==> src/rtl/rr_arb4_16.sv <==
// rr_arb4_16
// Round-robin arbiter for four requesters (A=0, B=1, C=2, D=3) sharing a
// 16-bit 4:1 datapath mux. A grant is held for a multi-cycle transfer until
// the consumer signals Done, the owner withdraws its request, or a watchdog
// forces release after TIMEOUT cycles. On release the next requester is
// granted on the following cycle with no idle bubble.
//
// Ports:
//   clk     - system clock, rising edge
//   rst     - asynchronous, active-high reset
//   Req     - request lines, bit i = requester i
//   Done    - consumer finished the current transfer (only looked at in BUSY)
//   Gnt     - registered one-hot grant, zero when idle
//   Sel     - registered mux select (00=A .. 11=D), drives the mux Op input
//   Valid   - bus carries granted data this cycle (equals |Gnt)
//   Timeout - one-cycle pulse after the watchdog forces a release

module rr_arb4_16 #(
    parameter int TIMEOUT = 16,
    parameter int CW      = 8
) (
    input  logic       clk,
    input  logic       rst,
    input  logic [3:0] Req,
    input  logic       Done,
    output logic [3:0] Gnt,
    output logic [1:0] Sel,
    output logic       Valid,
    output logic       Timeout
);

    typedef enum logic {
        IDLE,
        BUSY
    } state_t;

    state_t          state_q, state_d;
    logic [3:0]      gnt_q, gnt_d;
    logic [1:0]      sel_q, sel_d;
    logic [1:0]      last_q, last_d;
    logic [CW-1:0]   cnt_q, cnt_d;
    logic            valid_q, valid_d;
    logic            timeout_q, timeout_d;

    logic [1:0]      arb_ptr;
    logic            win_found;
    logic [1:0]      win_idx;
    logic            at_limit;
    logic            release_now;

    // Priority search starts just after arb_ptr and wraps. In BUSY the pointer
    // is the current owner, which both masks it out and still lets it win as
    // the final candidate when it is the only requester left. Because Last is
    // updated to the owner on release, this matches searching from Last+1.
    always_comb begin
        logic [1:0] cand;
        arb_ptr   = (state_q == BUSY) ? sel_q : last_q;
        win_found = 1'b0;
        win_idx   = arb_ptr;
        cand      = arb_ptr;
        for (int k = 1; k <= 4; k++) begin
            cand = arb_ptr + 2'(k);
            if (!win_found && Req[cand]) begin
                win_found = 1'b1;
                win_idx   = cand;
            end
        end
    end

    // Release conditions for the owner of the current grant. Done, withdrawal
    // and watchdog expiry all collapse into a single release so Last only
    // moves once per transfer.
    always_comb begin
        at_limit    = (cnt_q == CW'(TIMEOUT - 1));
        release_now = Done | ~Req[sel_q] | at_limit;
    end

    // State register: everything, outputs included, resets asynchronously so
    // the grant drops the moment rst rises. Last resets to 3 so requester 0
    // is first in line.
    always_ff @(posedge clk or posedge rst) begin
        if (rst) begin
            state_q   <= IDLE;
            gnt_q     <= 4'b0000;
            sel_q     <= 2'b00;
            last_q    <= 2'b11;
            cnt_q     <= '0;
            valid_q   <= 1'b0;
            timeout_q <= 1'b0;
        end else begin
            state_q   <= state_d;
            gnt_q     <= gnt_d;
            sel_q     <= sel_d;
            last_q    <= last_d;
            cnt_q     <= cnt_d;
            valid_q   <= valid_d;
            timeout_q <= timeout_d;
        end
    end

    // Next-state logic: FSM state, round-robin pointer and watchdog counter.
    always_comb begin
        state_d = state_q;
        last_d  = last_q;
        cnt_d   = cnt_q;
        unique case (state_q)
            IDLE: begin
                if (win_found) begin
                    state_d = BUSY;
                    cnt_d   = '0;
                end
            end
            BUSY: begin
                if (release_now) begin
                    last_d = sel_q;
                    if (win_found) begin
                        cnt_d = '0;
                    end else begin
                        state_d = IDLE;
                    end
                end else begin
                    cnt_d = cnt_q + CW'(1);
                end
            end
            default: begin
                state_d = IDLE;
            end
        endcase
    end

    // Output logic: next values of the registered outputs. Sel is left alone
    // whenever nobody is granted so the shared mux output does not toggle.
    // A simultaneous Done suppresses the watchdog pulse.
    always_comb begin
        gnt_d     = gnt_q;
        sel_d     = sel_q;
        timeout_d = 1'b0;
        unique case (state_q)
            IDLE: begin
                gnt_d = 4'b0000;
                if (win_found) begin
                    gnt_d = 4'b0001 << win_idx;
                    sel_d = win_idx;
                end
            end
            BUSY: begin
                if (release_now) begin
                    timeout_d = at_limit & ~Done;
                    gnt_d     = 4'b0000;
                    if (win_found) begin
                        gnt_d = 4'b0001 << win_idx;
                        sel_d = win_idx;
                    end
                end
            end
            default: begin
                gnt_d = 4'b0000;
            end
        endcase
        valid_d = |gnt_d;
    end

    assign Gnt     = gnt_q;
    assign Sel     = sel_q;
    assign Valid   = valid_q;
    assign Timeout = timeout_q;

endmodule

==> config.mk <==
export PLATFORM = sky130hd
export DESIGN_NAME = rr_arb4_16
export DESIGN_NICKNAME = d
export VERILOG_FILES = /design/src/rtl/rr_arb4_16.sv
export SDC_FILE = /design/constraint.sdc
export NUM_CORES = 1
export LEC_CHECK = 0
export BUFFER_PORTS_ARGS = -buffer_cell sky130_fd_sc_hd__buf_2
export CORE_MARGIN = 2
export CORE_UTILIZATION = 50
export CTS_BUF_LIST = sky130_fd_sc_hd__clkbuf_8 sky130_fd_sc_hd__clkbuf_16
export DETAILED_ROUTE_END_ITERATION = 6
export GPL_ROUTABILITY_DRIVEN = 0
export GPL_TIMING_DRIVEN = 0
export HOLD_SLACK_MARGIN = 0.06
export PLACE_DENSITY_LB_ADDON = 0.2
export SYNTH_ARGS = -nofsm -noshare
export SYNTH_HDL_FRONTEND = slang
export SYNTH_SLANG_ARGS = --single-unit
export TNS_END_PERCENT = 30
==> constraint.sdc <==
create_clock -name clk -period 2.2 [get_ports clk]
set_clock_uncertainty 0.1 [all_clocks]
set_input_delay 0.44 -clock clk [delete_from_list [all_inputs] [get_ports clk]]
set_output_delay 0.44 -clock clk [all_outputs]
set_load 0.03 [all_outputs]
==> results.json <==
{
  "viasPerCell": 6.08,
  "ys.flop_type": "dfrtp_1",
  "track_usage_pct": 20.4,
  "run_status": "finished, final reports clean",
  "worst_pin_slew_ns": 0.709,
  "synth_nets": 100,
  "regArea_um2": 478,
  "synth_warnings": 0,
  "clockRootBuffer": "clkbuf_8",
  "crit_required_ns": 2.24,
  "area_growth_pct": 15.0,
  "cts_tree": "built",
  "synthCells": 92,
  "r2r_start": "cnt_q[5]$_DFF_PP0_",
  "worst_slack_ns": 0.143,
  "crit_type": "in -> reg",
  "multi_input_area_um2": 499,
  "dr.pass1.iters": 4,
  "wirelength_mm": 2.10,
  "max-cap-violations": 0,
  "dieArea_um2": 2380,
  "clk_path_buf_depth": 2,
  "r2r-end": "Sel[1]$_DFFE_PP0P_",
  "p_leak_uw": 0.000530,
  "layout_commonest_cell": "dfrtp_1",
  "hold-worst-slack_ns": 0.189,
  "critPathTopFamily": "simple AND/OR/NAND/NOR gates",
  "crit_chain": "buf_2 > or2_2 > nor3_2 > inv_2 > nand2_1 > mux2_2",
  "grt_pass1_wl_mm": 3.82,
  "fmax_ghz": 0.486,
  "clkSlewWorstSetupHoldPaths_ns": 0.07,
  "antenna_found_initial": 0,
  "grt_pass1_vias": 823,
  "avgRoutedWirePerCell_um": 15.3,
  "endpoint_kind": "register",
  "post_cts_buffers": 0,
  "reg2reg_slack_ns": 0.28,
  "finalNetCount": 119,
  "worstPathMaxFanout": 9,
  "p_per_area_nw_per_um2": 1150,
  "drt_iter0_drc": 27,
  "io_buffers": 14,
  "hold_buffers": 0,
  "slowest_stage": "nor3_2",
  "synth-edff-count": 0,
  "fin_crit_ns": 2.06,
  "synth.distinct_cells": 40,
  "slowest_delay_ns": 0.53,
  "hold_path.class": "in -> async",
  "final-max-slew-violation-count": 0,
  "core_area_um2": 1920,
  "grt_overflow": 0,
  "relSlewSlack_pct": 52.7,
  "initial_core_util_pct": 52.2,
  "instances_no_fill": 137,
  "place_worst_setup_slack_ns": -0.0849,
  "finalSetupViolations": 0,
  "synth_seq_cells": 19,
  "startpoint_type": "input pin",
  "syn_area_um2": 1000,
  "cts.htree.levels": 1,
  "syn_avg_cell_area_um2": 10.9,
  "worstPathArrival_ns": 2.10,
  "hold_viol_final": 0,
  "fillers": 178,
  "yosys-top-cells-area": "dfrtp_1 (42%), dfstp_2 (5.2%), mux2_2 (4.5%), o21ai_0 (3.5%), nand2_1 (3.4%)",
  "clock_latency_ns": 0.25,
  "synth_top_cell_by_area": "dfrtp_1",
  "async_flop_share_pct": 100,
  "ctsResizeCount": 0,
  "cts_buffers": 3,
  "grt_max_degree": 20,
  "num_vias": 833,
  "rsz0062_at_grt": "no",
  "finalCritPeriodShare_pct": 93.5,
  "p_total_uw": 1320,
  "io_pins": 15,
  "rows": 16,
  "dieWidth_um": 48.8,
  "dp_cells": 133,
  "ant_nets": 0,
  "cp_num_buf_inv": 2,
  "antennaDiodeCount": 0,
  "ir_drop_mv": 0.659,
  "dp_hpwl_mm": 1.49,
  "worst_r2r_path_depth": 4,
  "synth_top_area_share_pct": 42.4,
  "cts_num_sinks": 19,
  "final_cell_mix": "dfrtp_1 (17), buf_2 (14), nand2_1 (9)",
  "layout-drive-gt1-share_pct": 30.0,
  "drcViolationCount": 0,
  "die_h_um": 48.8,
  "ys_seq_area_share_pct": 47.6
}
synthesized netlist by cell type (all sizes together) (2+ instances only):
| cell | number |
|---|---|
| nand2b | 2 |
| a41o | 2 |
| a21oi | 5 |
| a31oi | 4 |
| mux2i | 2 |
| inv | 4 |
| and3 | 2 |
| nand3 | 4 |
| dfrtp | 17 |
| nand2 | 9 |
| o21ai | 7 |
| o211ai | 2 |
| o41ai | 2 |
| and2 | 2 |
| or4 | 2 |
| mux2 | 4 |
| dfstp | 2 |
layout make-up:
type	count	area share [%]
repair buffers	14	6.07
well taps	27	2.93
clock inverters	1	0.434
flip-flops and latches	19	41.4
plain buffers	1	0.976
clock buffers	3	3.58
multi-input cells	68	43.3
inverters	4	1.30
worst max path at each step:
stage | from | to | slack (ns) | cells past startpoint
global route | Req[2] | Sel[1]$_DFFE_PP0P_ | 0.07 | 6
finish | Req[2] | Sel[1]$_DFFE_PP0P_ | 0.14 | 6
detailed placement | Req[2] | Sel[1]$_DFFE_PP0P_ | -0.08 | 6
global placement | Req[2] | Sel[1]$_DFFE_PP0P_ | -0.04 | 6
floorplan | Sel[0]$_DFFE_PP0P_ | Sel[0]$_DFFE_PP0P_ | 0.30 | 5
CTS | Req[2] | Sel[1]$_DFFE_PP0P_ | 0.16 | 6
stage by stage:
step | cell area [um2] | TNS (ns) | utilization, %
4_1_cts | 1150 | 0 | 60.0
3_5_place_dp | 1110 | -0.0849 | 57.6
3_3_place_gp | 1110 | -0.0425 | 57.6
2_1_floorplan | 1000 | 0 | -
5_1_grt | 1150 | 0 | 60.0
6_report | 1150 | 0 | 60.0
flip-flops by register name, indices dropped and copies added, names as in the netlist:
name and flops:
state_q 1, Valid 1, Gnt 4, cnt_q 8, last_q 2, Timeout 1
Sel 2
cell families (layout without fill, tap and decap cells):
logic type,Yosys count,after routing,share of synthesized area (%)
AOI/OAI and AO/OA,30,30,22.2
adders and majority gates,1,1,1.25
DFF,19,19,47.6
muxes,7,7,8.73
and+or+nand+nor,29,29,16.7
buffers and inverters,5,23,2.62
xor gates and xnor gates,1,1,0.873
per-layer routing:
layer	vias up	global-route usage [%]	wire (um)
met4	0	4.76	14
met2	21	34.7	1040
met5	-	0	0
met3	2	3.07	101
met1	416	27.8	943
li1	394	-	-
power breakdown:
group | switching, uW | leakage [uW] | internal, uW
registers | 83.1 | 0.000240 | 453
clock network | 114 | 0.0000255 | 126
logic | 320 | 0.000265 | 229
Note: power is estimated with default switching activity, not from simulation.
